**src/rtl/branch_resolve.sv**
```systemverilog
// Branch/jump resolution for the ID stage: taken decision, target, operand stall, one-cycle redirect + IF/ID flush.
// Define BRANCH_STATS_EN to add saturating stat_total / stat_taken counters.
module branch_resolve #(
   parameter int WIDTH = 32,
   parameter int CNT_W = 16
) (
   input  logic             clk,
   input  logic             rst,
   input  logic             br_valid,
   input  logic [3:0]       br_op,
   input  logic [WIDTH-1:0] cmp_out,
   input  logic             opnd_ready,
   input  logic [WIDTH-1:0] pc,
   input  logic [WIDTH-1:0] imm,
   input  logic [WIDTH-1:0] rs1_val,
   output logic             stall_req,
   output logic             redirect_valid,
   output logic [WIDTH-1:0] redirect_pc,
   output logic             flush_if
`ifdef BRANCH_STATS_EN
   ,
   output logic [CNT_W-1:0] stat_total,
   output logic [CNT_W-1:0] stat_taken
`endif
);

   // state   | meaning
   // S_IDLE  | no control transfer pending; resolve a fresh one with ready operands
   // S_WAIT  | ID frozen on a branch whose operands are still in flight
   // S_REDIR | redirect + flush driven this cycle; ID contents are wrong-path
   typedef enum logic [1:0] {
      S_IDLE  = 2'd0,
      S_WAIT  = 2'd1,
      S_REDIR = 2'd2
   } state_t;

   localparam logic [3:0] OP_BEQ  = 4'b0001;
   localparam logic [3:0] OP_BGEU = 4'b0110;
   localparam logic [3:0] OP_JAL  = 4'b0111;
   localparam logic [3:0] OP_JALR = 4'b1000;

   state_t           r_state;
   state_t           w_next;
   logic             w_stall;
   logic             w_resolve;
   logic             w_valid_op;
   logic             w_cond_op;
   logic             w_taken;
   logic [WIDTH-1:0] w_target;
   logic [WIDTH-1:0] w_jalr_sum;
   logic             r_redirect_valid;
   logic             r_flush_if;
   logic [WIDTH-1:0] r_redirect_pc;
   logic             w_unused;

   assign w_cond_op  = (br_op >= OP_BEQ) && (br_op <= OP_BGEU);
   assign w_valid_op = w_cond_op || (br_op == OP_JAL) || (br_op == OP_JALR);
   assign w_taken    = (br_op == OP_JAL) || (br_op == OP_JALR) || (w_cond_op && cmp_out[0]);

   // Carry out of both adders is dropped on purpose: targets wrap mod 2^WIDTH.
   assign w_jalr_sum = rs1_val + imm;
   assign w_target   = (br_op == OP_JALR) ? {w_jalr_sum[WIDTH-1:1], 1'b0} : (pc + imm);

   assign w_unused = ^cmp_out[WIDTH-1:1];

   always_comb begin
      w_next    = r_state;
      w_stall   = 1'b0;
      w_resolve = 1'b0;
      case (r_state)
         S_IDLE: begin
            if (br_valid && w_valid_op) begin
               if (!opnd_ready) begin
                  w_stall = 1'b1;
                  w_next  = S_WAIT;
               end else begin
                  w_resolve = 1'b1;
                  if (w_taken) w_next = S_REDIR;
               end
            end
         end
         S_WAIT: begin
            // br_valid dropping here is an external flush of the stalled instruction.
            if (!br_valid || !w_valid_op) begin
               w_next = S_IDLE;
            end else if (!opnd_ready) begin
               w_stall = 1'b1;
            end else begin
               w_resolve = 1'b1;
               w_next    = w_taken ? S_REDIR : S_IDLE;
            end
         end
         S_REDIR: begin
            w_next = S_IDLE;
         end
         default: begin
            w_next = S_IDLE;
         end
      endcase
      if (rst) begin
         w_next    = S_IDLE;
         w_stall   = 1'b0;
         w_resolve = 1'b0;
      end
   end

   always_ff @(posedge clk) begin
      if (rst) begin
         r_state          <= S_IDLE;
         r_redirect_valid <= 1'b0;
         r_flush_if       <= 1'b0;
         r_redirect_pc    <= '0;
      end else begin
         r_state          <= w_next;
         r_redirect_valid <= w_resolve && w_taken;
         r_flush_if       <= w_resolve && w_taken;
         if (w_resolve && w_taken) r_redirect_pc <= w_target;
      end
   end

   assign stall_req      = w_stall;
   assign redirect_valid = r_redirect_valid;
   assign flush_if       = r_flush_if;
   assign redirect_pc    = r_redirect_pc;

`ifdef BRANCH_STATS_EN
   logic [CNT_W-1:0] r_stat_total;
   logic [CNT_W-1:0] r_stat_taken;

   always_ff @(posedge clk) begin
      if (rst) begin
         r_stat_total <= '0;
         r_stat_taken <= '0;
      end else if (w_resolve) begin
         if (r_stat_total != {CNT_W{1'b1}}) r_stat_total <= r_stat_total + 1'b1;
         if (w_taken && (r_stat_taken != {CNT_W{1'b1}})) r_stat_taken <= r_stat_taken + 1'b1;
      end
   end

   assign stat_total = r_stat_total;
   assign stat_taken = r_stat_taken;
`else
   localparam int UNUSED_CNT_W = CNT_W;
`endif

endmodule

```
**config.mk**
```make
export PLATFORM = sky130hd
export DESIGN_NAME = branch_resolve
export DESIGN_NICKNAME = d
export VERILOG_FILES = /design/src/rtl/branch_resolve.sv
export SDC_FILE = /design/constraint.sdc
export NUM_CORES = 1
export LEC_CHECK = 0
export ABC_AREA = 1
export CELL_PAD_IN_SITES_DETAIL_PLACEMENT = 0
export CELL_PAD_IN_SITES_GLOBAL_PLACEMENT = 2
export CORE_ASPECT_RATIO = 1.2
export CORE_UTILIZATION = 25
export DETAILED_ROUTE_END_ITERATION = 10
export PLACE_DENSITY_LB_ADDON = 0.1
export REMOVE_ABC_BUFFERS = 1
export SLEW_MARGIN = 20
export SYNTH_ARGS = -nofsm -noshare
export SYNTH_HDL_FRONTEND = slang
export SYNTH_SLANG_ARGS = --single-unit
```
**constraint.sdc**
```tcl
create_clock -name clk -period 3.77 [get_ports clk]
set_input_delay 0.9425 -clock clk [delete_from_list [all_inputs] [get_ports clk]]
set_output_delay 0.9425 -clock clk [all_outputs]
set_load 0.02 [all_outputs]
```
==> impl_metrics.csv, run 1 <==
group,metric,value,unit
status,outcome,"completed",
sta,rsz0062_at_grt,"false",
power,comb_power_share,55.7,%
placement,dp.cells,1693,
clocking,cts_hold_buf,0,
worst_setup_path,path_class,"input pin to output pin",
worst_setup_path,required,2.83,ns
sta,timing.setup.tns,0,ns
power,seqPwrFrac,21.7,%
worst_setup_path,critPathLaunch,"br_op[1]",
clocking,numCtsBuffers,5,
sta,fmax,0.286,GHz
clocking,cts_root_buffer,"clkbuf_16",
logic_synthesis,yosysUniqueCellTypes,38,
floorplanning,io_pins,171,
floorplanning,rows,63,
clocking,path_clk_slew,0.06,ns
clocking,cts_tree,"yes",
placement,gp_congestion,0.819,
clocking,worstSkewPairLatency,0.28,ns
clocking,h-tree-depth,2,
power,p_sw,0.771,mW
cells_and_area,n_antenna_cell,0,
grt,grt_max_degree,34,
detailed_routing,wire_per_inst,15.2,um
floorplanning,die-area,25700,um^2
worst_setup_path,cp_common_cell,"clkdlybuf4s50_1",
worst_setup_path,max_stage_delay,0.59,ns
power,total_leakage_power,4.81,nW
worst_setup_path,cp.arrival,2.55,ns
sta,worst_slack,0.274,ns
sta,relSlewSlack,64.3,%
logic_synthesis,syn_area_per_cell,5.05,um^2
clocking,cts_sinks,34,
sta,fin_hold_ws,0.463,ns
power,ir_drop,0.150,mV
logic_synthesis,ys_warn_count,0,
sta,layout_min_cycle_time,3.50,ns
detailed_routing,routed_wirelength,25800,um
sta,final-hold-violation-count,0,
floorplanning,die_h,175,um
detailed_routing,drt_first_pass_iters,5,
detailed_routing,dr_total_vias,7309,
worst_setup_path,reg2reg_from,"r_state[1]",
power,powerDensity,217,nW/um^2
logic_synthesis,ys_seq_area_share,10.9,%
power,pwr-share-clk,22.6,%
sta,finClkSkew,0.00472,ns
power,p_int,0.988,mW
clocking,clockBufferDepth,2,
min_path,holdCritPathClass,"flop to flop",
sta,finalSetupViolCount,0,
floorplanning,start_util,25.4,%
logic_synthesis,synth_area,6250,um^2
worst_setup_path,cp_max_fo,2,
grt,antenna_found_initial,0,
detailed_routing,ant_nets,0,
cells_and_area,mostFrequentLayoutCell,"nand2_1",
detailed_routing,drcViolationCount,0,
sta,report.final.slew_viol_count,0,
min_path,min_from,"redirect_pc[3]",
placement,port_buffers,139,
cells_and_area,final_nets,1574,
cells_and_area,post-route-util,32.9,%
power,switching_share,43.8,%
grt,grt_pass1_vias,7055,
placement,post-dp-hpwl,22400,um
worst_setup_path,startpoint_type,"input pin",
cells_and_area,layout-area-overhead-vs-synth,29.9,%
worst_setup_path,r2r_slack,2.30,ns
sta,period_share,92.7,%
placement,preCtsSetupSlack,0.284,ns
grt,grt_pass1_wl,38500,um
detailed_routing,via_per_inst,4.30,
detailed_routing,drt_iter0_drc,322,
clocking,cts_resized,0,
worst_setup_path,cp_slowest_cell,"clkdlybuf4s50_1",
cells_and_area,drive_gt1_share,1.89,%
grt,grt_overflow,0,
worst_setup_path,end_kind,"output pin",
cells_and_area,fin_cells,1700,
worst_setup_path,crit_chain,"clkdlybuf4s50_1 -> inv_2 -> nand3_1 -> nand2_1 -> a21boi_2 -> and3_1 -> clkdlybuf4s50_1",
grt,grt_use_total,19.9,%
cells_and_area,final_cell_mix,"549 x nand2_1, 250 x inv_1, 139 x clkdlybuf4s50_1, 103 x nand3_1, 89 x nor2_1",
logic_synthesis,synth-seq-cells,34,
logic_synthesis,syn_inst,1239,
job,maxCapViolCount,0,
clocking,post_cts_buffers,0,
floorplanning,core-area,24700,um^2
sta,tightest_slew,0.534,ns
floorplanning,die_width,146,um
-- power groups by stage --
stage | Combinational (mW) | Clock, mW | Sequential, mW
final | 0.981 | 0.397 | 0.381
after global routing | 1.11 | 0.430 | 0.382
after CTS | 1.00 | 0.413 | 0.381
after detailed placement | 0.998 | 0 | 0.389
after global placement | 0.998 | 0 | 0.389
after floorplan | 0.586 | 0 | 0.403
-- flip-flops by register name, indices dropped and copies added (netlist names) --
signal	flops
flush_if	1
r_state	1
redirect_pc	32
-- area by class of cell --
cell class,count,area (um^2)
Clock buffer,5,125
Clock inverter,2,10.0
Fill cell,2880,16500
Inverter,255,960
Multi-Input combinational cell,935,4510
Sequential cell,34,681
Tap cell,325,407
Timing Repair Buffer,144,1430
-- synth_stat cells --
master | number | area [um^2]
a21boi_2 | 1 | 11.3
a21o_1 | 2 | 15.0
a21oi_1 | 52 | 260
a21oi_2 | 1 | 8.76
and2_1 | 3 | 18.8
and3_1 | 2 | 12.5
buf_1 | 1 | 3.75
buf_2 | 7 | 35.0
buf_4 | 3 | 22.5
buf_6 | 2 | 22.5
buf_8 | 1 | 15.0
clkbuf_1 | 1 | 3.75
dfxtp_1 | 34 | 681
fa_1 | 2 | 40.0
ha_1 | 61 | 763
inv_1 | 250 | 938
inv_2 | 4 | 15.0
inv_4 | 1 | 6.26
nand2_1 | 549 | 2060
nand2_2 | 3 | 18.8
nand2_4 | 1 | 11.3
nand3_1 | 103 | 515
nand3_2 | 1 | 10.0
nand3b_1 | 13 | 97.6
nand4_1 | 3 | 18.8
nand4_2 | 1 | 12.5
nor2_1 | 89 | 334
nor2_2 | 1 | 6.26
nor3_1 | 6 | 30.0
nor4_1 | 1 | 6.26
o21a_1 | 2 | 15.0
o21ai_0 | 19 | 95.1
o21ai_1 | 1 | 5.00
o21bai_1 | 4 | 30.0
o22ai_1 | 2 | 12.5
or2_1 | 1 | 6.26
xnor2_1 | 2 | 17.5
xor2_1 | 9 | 78.8
-- through the flow --
stage	cell area (um^2)	total power, mW
floorplan	6150	0.989
global placement	7990	1.39
detailed placement	7990	1.39
CTS	8120	1.80
global route	8120	1.92
finish	8120	1.76
-- cell families (layout without fill, tap and decap cells) --
family | after synthesis | after routing | synth area share [%]
flops | 34 | 34 | 10.9
simple gates | 777 | 777 | 50.5
fa+ha+maj | 63 | 63 | 12.8
xor+xnor | 11 | 11 | 1.54
compound gates | 84 | 84 | 7.24
buf+inv | 270 | 406 | 17.0
-- per-layer routing --
metal  wire (um)  global-route usage (%)
met5           0                       0
met4         401                    3.43
met1       11200                    22.8
met2       13500                    39.7
met3         714                    2.00
-- final timing paths --
check / end / cells past startpoint
worst max-delay path: stall_req / 7
worst min-delay path: redirect_pc[3] / 2
worst max register to register: redirect_pc[30] / 6
worst min register to register: redirect_pc[3] / 2
-- critical path, delay by kind of cell --
kind | cells | cell delay, ns
AOI/OAI and AO/OA | 1 | 0.17
buffers and inverters | 3 | 1.14
and+or+nand+nor | 3 | 0.29
Note: power is estimated with default switching activity, not from simulation.
==> run 2, diff against run 1 <==
Settings changed: CTS_CLUSTER_DIAMETER set to 150, GPL_ROUTABILITY_DRIVEN set to 0.
==> results of run 2 <==
Final layout, timing and power as in run 1 (identical DEF).
==> run 3, diff against run 2 <==
Settings changed: ABC_AREA 1 to unset, CORE_UTILIZATION 25 to 26.
==> impl_metrics.csv, run 3 <==
group,metric,value,unit
job,maxCapViolCount,0,
sta,finalSetupViolCount,0,
logic_synthesis,syn_inst,618,
logic_synthesis,ys_seq_area_share,14.9,%
clocking,clockBufferDepth,2,
clocking,numCtsBuffers,5,
sta,fmax,0.269,GHz
detailed_routing,drt_iter0_drc,227,
detailed_routing,via_per_inst,5.07,
clocking,cts_root_buffer,"clkbuf_16",
detailed_routing,wire_per_inst,16.3,um
logic_synthesis,synthAdderAreaFrac,17.6,%
cells_and_area,regArea,681,um^2
grt,grt_max_degree,35,
clocking,cts_sinks,34,
power,powerDensity,241,nW/um^2
sta,relSlewSlack,58.3,%
floorplanning,die_width,123,um
placement,post-dp-hpwl,14300,um
logic_synthesis,yosys.area.top_type,"ha_1",
sta,report.final.slew_viol_count,0,
logic_synthesis,synth_area,4560,um^2
detailed_routing,drcViolationCount,0,
worst_setup_path,crit_chain,"clkdlybuf4s50_1 -> ha_4 -> a21oi_4 -> o22ai_2 -> or4b_4 -> a211oi_4 -> a21oi_2 -> a221o_1 -> a41oi_2 -> mux2i_1 -> o211ai_1",
placement,port_buffers,139,
power,total_leakage_power,3.33,nW
floorplanning,die-area,18100,um^2
detailed_routing,dr_total_vias,5479,
logic_synthesis,yosys.area_share.simple,22.0,%
worst_setup_path,cp_slowest_cell,"or4b_4",
cells_and_area,multi_input_area,4020,um^2
worst_setup_path,required,3.93,ns
logic_synthesis,synth_compound_area_share,32.8,%
sta,final-hold-violation-count,0,
logic_synthesis,synth_mux_area_share,1.10,%
floorplanning,start_util,26.8,%
clocking,cts_tree,"yes",
logic_synthesis,synth_top_family_by_area,"compound AO/OA/AOI/OAI gates",
clocking,h-tree-depth,2,
sta,layout_min_cycle_time,3.72,ns
cells_and_area,fin_cells,1081,
power,finalPower,1.81,mW
logic_synthesis,yosysUniqueCellTypes,61,
logic_synthesis,synth.top_cell.area_share,16.7,%
floorplanning,die_h,147,um
worst_setup_path,path_class,"input pin to flop",
clocking,cts_hold_buf,0,
sta,finClkSkew,0.00304,ns
clocking,path_clk_slew,0.06,ns
floorplanning,core-area,17000,um^2
grt,grt_pass1_vias,5536,
logic_synthesis,async_reset_ff_share,0,%
detailed_routing,routed_wirelength,17600,um
cells_and_area,final_cell_mix,"121 x clkdlybuf4s50_1, 121 x buf_4, 58 x nor2_1, 54 x nand2_1, 53 x a21oi_1",
logic_synthesis,synth_common_cells,"61 x ha_1, 60 x a21oi_1, 58 x nor2_1",
cells_and_area,drive_gt1_share,19.4,%
placement,dp.cells,1070,
cells_and_area,final_nets,1063,
grt,grt_use_total,19.1,%
worst_setup_path,max_stage_delay,0.58,ns
worst_setup_path,end_kind,"flop",
cells_and_area,largest_reg_flops,32,
power,ir_drop,0.160,mV
logic_synthesis,synth.most_common_cell,"ha_1",
clocking,worstSkewPairLatency,0.29,ns
cells_and_area,n_antenna_cell,0,
worst_setup_path,cp.arrival,3.88,ns
logic_synthesis,ys.flop_type,"dfxtp_1",
min_path,holdCritPathClass,"flop to flop",
detailed_routing,drt_first_pass_iters,4,
grt,grt_pass1_wl,27000,um
grt,antenna_found_initial,0,
logic_synthesis,yosys.area_share.xor_xnor,8.45,%
logic_synthesis,synth-seq-cells,34,
logic_synthesis,synth-edff-count,0,
worst_setup_path,startpoint_type,"input pin",
cells_and_area,layout-area-overhead-vs-synth,64.6,%
detailed_routing,ant_nets,0,
sta,tightest_slew,0.624,ns
logic_synthesis,ys_warn_count,0,
worst_setup_path,cp_max_fo,3,
sta,period_share,98.8,%
floorplanning,rows,52,
logic_synthesis,synth.area.top_cells,"ha_1 17%, dfxtp_1 15%, a21oi_1 6.6%",
logic_synthesis,syn_area_per_cell,7.38,um^2
cells_and_area,n_fill_cell,1766,
grt,grt_overflow,0,
status,outcome,"completed",
floorplanning,io_pins,171,
## run 3: critical path, delay by kind of cell
kind	cells	cell delay [ns]
compound gates	7	1.48
fa+ha+maj	1	0.19
simple gates	1	0.58
buf+inv	1	0.45
mux	1	0.23
## run 3: worst paths after layout
kind,start,end,slack (ns),cells past startpoint
worst max-delay path,pc[15],redirect_pc[31],0.05,11
worst min-delay path,redirect_pc[1],redirect_pc[1],0.45,2
worst max register to register,r_state[1],redirect_pc[30],1.61,9
worst min register to register,redirect_pc[1],redirect_pc[1],0.45,2
## run 3: report_power, final
| group | internal (mW) | switching [mW] |
|---|---|---|
| Clock | 0.263 | 0.177 |
| Sequential | 0.372 | 0.00749 |
| Combinational | 0.510 | 0.478 |
| Total | 1.15 | 0.662 |
## run 3: timing repair
action | in CTS | in global routing
pin swaps | 18 | 15
buffers inserted | 1 | 2
setup endpoints to repair | 11 | 8
gates resized for setup | 27 | 34
## run 3: final cells by class
cell class              count  area share (%)
clock buffers               7            1.90
clock inverters             1          0.0666
repair buffers            261            31.1
multi-input cells         547            53.6
flip-flops and latches     34            9.06
well taps                 216            3.60
inverters                  15           0.750
## run 3: cell families (layout without fill, tap and decap cells)
family	Yosys count	in the layout
DFF	34	34
AOI/OAI and AO/OA	229	229
adders and majority gates	63	63
muxes	5	5
xor gates and xnor gates	44	44
and+or+nand+nor	206	206
buffers and inverters	37	284
## run 3: through the flow
| step | setup slack, ns | instance area (um^2) | util (%) | hold WS [ns] | setup TNS, ns |
|---|---|---|---|---|---|
| floorplan | -0.0395 | 4470 | - | 0.524 | -0.0395 |
| global placement | -0.638 | 7030 | 41.2 | 0.444 | -6.24 |
| finish | 0.0467 | 7510 | 44.1 | 0.454 | 0 |
| detailed placement | -0.677 | 7030 | 41.2 | 0.450 | -6.81 |
| global route | -0.0136 | 7510 | 44.1 | 0.476 | -0.0136 |
| CTS | 0.0155 | 7290 | 42.8 | 0.460 | 0 |
## run 3: routing by layer
layer  up-vias  track usage, %  share of wire (%)
li1       2818               -                  -
met1      2515            22.7                 43
met2       131            35.7                 51
met3        15            1.63                4.0
met4         0            5.12                2.1
met5         -               0                  0
